--- config.mk ---
export PLATFORM = sky130hd
export DESIGN_NAME = irq_ctrl
export DESIGN_NICKNAME = d
export VERILOG_FILES = /design/src/rtl/irq_ctrl.sv
export SDC_FILE = /design/constraint.sdc
export NUM_CORES = 1
export LEC_CHECK = 0
export CORE_UTILIZATION = 45
export CTS_CLUSTER_SIZE = 10
export DETAILED_ROUTE_END_ITERATION = 8
export PLACE_DENSITY_LB_ADDON = 0.05
export SLEW_MARGIN = 5
export SYNTH_ARGS = -nofsm -noshare
export SYNTH_HDL_FRONTEND = slang
export SYNTH_SLANG_ARGS = --single-unit
--- constraint.sdc ---
create_clock -name clk -period 3.1 [get_ports clk]
set_input_delay 0.465 -clock clk [delete_from_list [all_inputs] [get_ports clk]]
set_output_delay 0.465 -clock clk [all_outputs]
set_load 0.01 [all_outputs]
--- src/rtl/irq_ctrl.sv ---
// irq_ctrl: parametrised, prioritised interrupt controller with nesting.
//
// Sits between N_IRQ asynchronous interrupt lines and the CPU control unit.
// It gives each channel a mask, an edge/level mode, pending and in-service
// tracking, and nested preemption. It presents one registered request with
// its channel id and vector address. Channel 0 has the highest priority.
//
// Ports:
//   clk         in   system clock, rising edge
//   reset       in   synchronous active-high reset
//   irq_in      in   raw interrupt lines (asynchronous)
//   mask_wr     in   load strobe for mask_in
//   mask_in     in   new mask, 1 = masked
//   mode_wr     in   load strobe for mode_in
//   mode_in     in   new mode, 1 = level, 0 = rising edge
//   irq_ack     in   control unit accepts the presented request
//   irq_eoi     in   end of interrupt for highest-priority in-service channel
//   irq_req     out  request to the control unit
//   irq_id      out  requested channel
//   irq_vec     out  VEC_BASE + (irq_id << VEC_SHIFT)
//   pending     out  pending register
//   in_service  out  in-service register
//   mask        out  current mask register
module irq_ctrl #(
    parameter int                 N_IRQ     = 8,
    parameter int                 ID_W      = 3,
    parameter int                 VEC_W     = 16,
    parameter logic [VEC_W-1:0]   VEC_BASE  = VEC_W'(16'h0100),
    parameter int                 VEC_SHIFT = 2
) (
    input  logic              clk,
    input  logic              reset,
    input  logic [N_IRQ-1:0]  irq_in,
    input  logic              mask_wr,
    input  logic [N_IRQ-1:0]  mask_in,
    input  logic              mode_wr,
    input  logic [N_IRQ-1:0]  mode_in,
    input  logic              irq_ack,
    input  logic              irq_eoi,
    output logic              irq_req,
    output logic [ID_W-1:0]   irq_id,
    output logic [VEC_W-1:0]  irq_vec,
    output logic [N_IRQ-1:0]  pending,
    output logic [N_IRQ-1:0]  in_service,
    output logic [N_IRQ-1:0]  mask
);

    // Synchronizer (s1, s2) and edge history (s3) per channel.
    logic [N_IRQ-1:0] s1;
    logic [N_IRQ-1:0] s2;
    logic [N_IRQ-1:0] s3;
    logic [N_IRQ-1:0] mode;

    logic [N_IRQ-1:0] edge_det;
    logic             ack_fire;
    logic [N_IRQ-1:0] ack_vec;
    logic [N_IRQ-1:0] eoi_vec;
    logic [N_IRQ-1:0] pend_next;
    logic [N_IRQ-1:0] isr_next;
    logic [N_IRQ-1:0] cand;
    logic [ID_W-1:0]  win;
    logic             found;
    logic             blocked;
    logic             req_next;
    logic [ID_W-1:0]  id_next;

    function automatic logic [VEC_W-1:0] calc_vec(input logic [ID_W-1:0] id);
        return VEC_BASE + (VEC_W'(id) << VEC_SHIFT);
    endfunction

    always_comb begin
        edge_det = s2 & ~s3;

        // An ack only counts while a request is actually presented.
        ack_fire = irq_ack & irq_req;
        ack_vec  = ack_fire ? (N_IRQ'(1) << irq_id) : '0;

        // x & -x isolates the lowest set bit, i.e. the highest-priority
        // channel in service. EOI acts on the pre-ack in_service value.
        eoi_vec  = irq_eoi ? (in_service & (~in_service + N_IRQ'(1))) : '0;
        isr_next = (in_service & ~eoi_vec) | ack_vec;

        // Level channels follow the synchronized line. Edge channels clear on
        // ack, but an edge in the same cycle wins so no event is lost.
        pend_next = (mode & s2) | (~mode & ((pending & ~ack_vec) | edge_det));

        // Arbitration works on registered state, so a freshly set pending bit
        // or a mask change reaches irq_req one cycle later.
        cand  = pending & ~mask & ~in_service;
        win   = '0;
        found = 1'b0;
        for (int i = N_IRQ - 1; i >= 0; i--) begin
            if (cand[i]) begin
                win   = ID_W'(i);
                found = 1'b1;
            end
        end

        // Nesting: any in-service channel of higher priority holds the winner off.
        blocked  = (in_service & ((N_IRQ'(1) << win) - N_IRQ'(1))) != '0;

        // The cycle after an ack always shows no request.
        req_next = found & ~blocked & ~ack_fire;
        id_next  = req_next ? win : '0;
    end

    always_ff @(posedge clk) begin
        if (reset) begin
            s1         <= '0;
            s2         <= '0;
            s3         <= '0;
            mask       <= '1;
            mode       <= '0;
            pending    <= '0;
            in_service <= '0;
            irq_req    <= 1'b0;
            irq_id     <= '0;
            irq_vec    <= VEC_BASE;
        end else begin
            s1         <= irq_in;
            s2         <= s1;
            s3         <= s2;
            pending    <= pend_next;
            in_service <= isr_next;
            irq_req    <= req_next;
            irq_id     <= id_next;
            irq_vec    <= calc_vec(id_next);
            if (mask_wr) begin
                mask <= mask_in;
            end
            if (mode_wr) begin
                mode <= mode_in;
            end
        end
    end

endmodule

==> flow_metrics.env <==
export IMPL_endpoint="irq_id[2]"
export IMPL_finalSetupViolCount=0
export IMPL_holdWs_ps=438
export IMPL_vdd_drop_max_uv=424
export IMPL_netlist_instances=249
export IMPL_grt_pass1_vias=1767
export IMPL_htreeDepth=3
export IMPL_holdBufCountCts=0
export IMPL_synth_edf_count=0
export IMPL_synth_common_cells="dfxtp_1 (60), nor2b_1 (35), nor2_1 (23), buf_4 (16)"
export IMPL_portBuffers=60
export IMPL_cts_setup_buffers=0
export IMPL_num_antenna_cells=0
export IMPL_cp_max_fo=6
export IMPL_worstMarginPinSlew_ps=1000
export IMPL_cts_tree="built"
export IMPL_yosysTopAreaCell="dfxtp_1"
export IMPL_period_minus_slack_ps=2450
export IMPL_dpl_hpwl_um=4200
export IMPL_reg2reg_depth=10
export IMPL_routed_via_count=1954
export IMPL_grt_max_degree=58
export IMPL_syn_area_um2=2440
export IMPL_drt_wirelength_per_cell_um=15.0
export IMPL_dieArea_um2=5710
export IMPL_timing_critical_path_cells="nor3b_1 > or2_2 > nor4_1 > nor2_1 > ha_1 > inv_1 > o21ai_0 > o311ai_1 > a211oi_2 > nor3_1"
export IMPL_cts_sinks=60
export IMPL_vias_per_cell=5.12
export IMPL_start_kind="register"
export IMPL_rr_startpoint="pending[2]"
export IMPL_cpMaxStageDelayCell="nor3b_1"
export IMPL_synth_area_leaders="dfxtp_1 (49%), nor2b_1 (9.0%), buf_4 (4.9%), nor2_1 (3.5%), a32o_1 (3.3%)"
export IMPL_gp_congestion=0.860
export IMPL_end_kind="register"
export IMPL_yosysTopAreaCellShare_pct=49.3
export IMPL_drive_above_1_share_pct=8.97
export IMPL_crit_required_ps=3310
export IMPL_min_path_type="reg2reg"
export IMPL_clock_fmax_mhz=408
export IMPL_ys_flop_type="dfxtp_1"
export IMPL_area_growth_pct=32.7
export IMPL_cts_repair_resized=0
export IMPL_cpPeakStageDelay_ps=540
export IMPL_power_density_nw_per_um2=547
export IMPL_rows=26
export IMPL_start_util_pct=47.1
export IMPL_insertion_delay_ps=330
export IMPL_synth_most_common_cell="dfxtp_1"
export IMPL_reg2reg_slack_ps=650
export IMPL_numCtsBuffers=9
export IMPL_nets=339
export IMPL_r2r_end="irq_id[2]"
export IMPL_fp_dieW_um=75.6
export IMPL_ys_types=40
export IMPL_cap_viol_max_count=0
export IMPL_cts_clk_slew_worst_paths_ps=70
export IMPL_routed_wl_um=5740
export IMPL_drv_slew=0
export IMPL_leakagePower_nw=1.24
export IMPL_antenna_found_initial=0
export IMPL_setup_tns_ps=0
export IMPL_status="completed"
export IMPL_avgSynthCellArea_um2=9.79
export IMPL_startpoint="pending[2]"
export IMPL_finalHoldViolations=0
export IMPL_drtIter0Drc=148
export IMPL_cp_arrival_ps=2660
export IMPL_io_pins=74
export IMPL_finalCritPeriodShare_pct=79.1
export IMPL_ys_seq_area_share_pct=49.3
export IMPL_grt_pass1_wl_um=8620
export IMPL_rsz0062_at_grt="false"
export IMPL_drt_drc_violations_left=0
export IMPL_yosysWarnings=0
export IMPL_ys_async_sr_fraction_pct=0
export IMPL_criticalPathCategory="reg2reg"
export IMPL_dr_pass1_iters=4
export IMPL_ys_ff_latch=60
export IMPL_die_h_um=75.6
export IMPL_ant_nets=0
export IMPL_grt_overflow=0
export IMPL_clock_skew_ps=5.10
export IMPL_slew_headroom_pct=33.2
export IMPL_coreArea_um2=5170
export IMPL_track_usage_pct=21.2
export IMPL_cts_root_buf="clkbuf_8"
export IMPL_clock_path_buffers=2
-- report_power, final --
| part | switching, mW | total (mW) | internal (mW) |
|---|---|---|---|
| registers | 0.0206 | 0.825 | 0.805 |
| logic | 0.0778 | 0.176 | 0.0983 |
| clock network | 0.297 | 0.767 | 0.470 |
| total | 0.395 | 1.77 | 1.37 |
-- critical path, delay by kind of cell, from the launching register on --
family	cells	cell delay (ps)
AOI/OAI and AO/OA	3	570
adders and majority gates	1	210
buffers and inverters	1	70
DFF	1	360
and+or+nand+nor	5	1120
-- layer usage --
layer / track usage (%) / vias up / part of all wire (%)
met1: 26.4 / 912 / 46
li1: - / 956 / -
met3: 6.88 / 11 / 5.4
met2: 32.9 / 75 / 46
met5: 0 / - / 0
met4: 10.9 / 0 / 2.1
-- metrics by stage --
stage               power, mW  area (um^2)  setup slack [ps]  util [%]  instances
CTS                      1.78         3230               660      62.5        382
detailed placement       1.02         3020               692      58.4        367
global placement         1.02         3020               687      58.4        367
finish                   1.77         3230               648      62.5        382
floorplan               0.943         2480               978         -        260
global route             1.83         3230               350      62.5        382
-- cells in the final DEF (no fill, tap or decap), types with 2 or more instances in the layout --
master / count
a211o_1: 8
a21oi_1: 12
a31oi_1: 2
a32o_1: 8
bufinv_16: 2
clkbuf_8: 10
clkdlybuf4s50_1: 59
conb_1: 13
dfxtp_1: 60
inv_1: 2
mux2i_1: 8
nand2_1: 12
nand2b_1: 12
nand3_1: 2
nor2_1: 23
nor2b_1: 35
nor3_1: 3
nor3b_1: 5
nor4_1: 3
o21ai_0: 4
o31ai_1: 3
or2_2: 3
-- worst min path at each step --
stage | startpoint | endpoint | cells past startpoint
6_report | s1[0] | s2[0] | 1
3_5_place_dp | s1[0] | s2[0] | 1
2_1_floorplan | s1[0] | s2[0] | 1
3_3_place_gp | s1[5] | s2[5] | 1
4_1_cts | s1[3] | s2[3] | 1
5_1_grt | s1[4] | s2[4] | 1
-- registers in the layout, summed over array words and instances (netlist names) --
register,cells
s3,8
s2,8
mode,8
irq_id,3
pending,8
s1,8
in_service,8
irq_req,1
mask,8
-- cell families after synthesis --
logic type / count (synthesis) / synth area share (%)
AND/OR/NAND/NOR: 107 / 25.4
AO/OA/AOI/OAI: 45 / 14.8
flip-flops: 60 / 49.3
multiplexers: 8 / 3.29
other: 2 / 0.308
adder cells (fa/ha/maj): 1 / 0.513
buffers and inverters: 26 / 6.47
-- final cells by class --
class | count | area (um^2)
fill | 434 | 1940
tap | 70 | 87.6
clock buffer | 11 | 141
inverter | 2 | 7.51
sequential | 60 | 1200
multi-input combinational | 174 | 1120
timing repair buffer | 61 | 603
clock inverter | 4 | 73.8
Power figures use the tool's default switching activity.
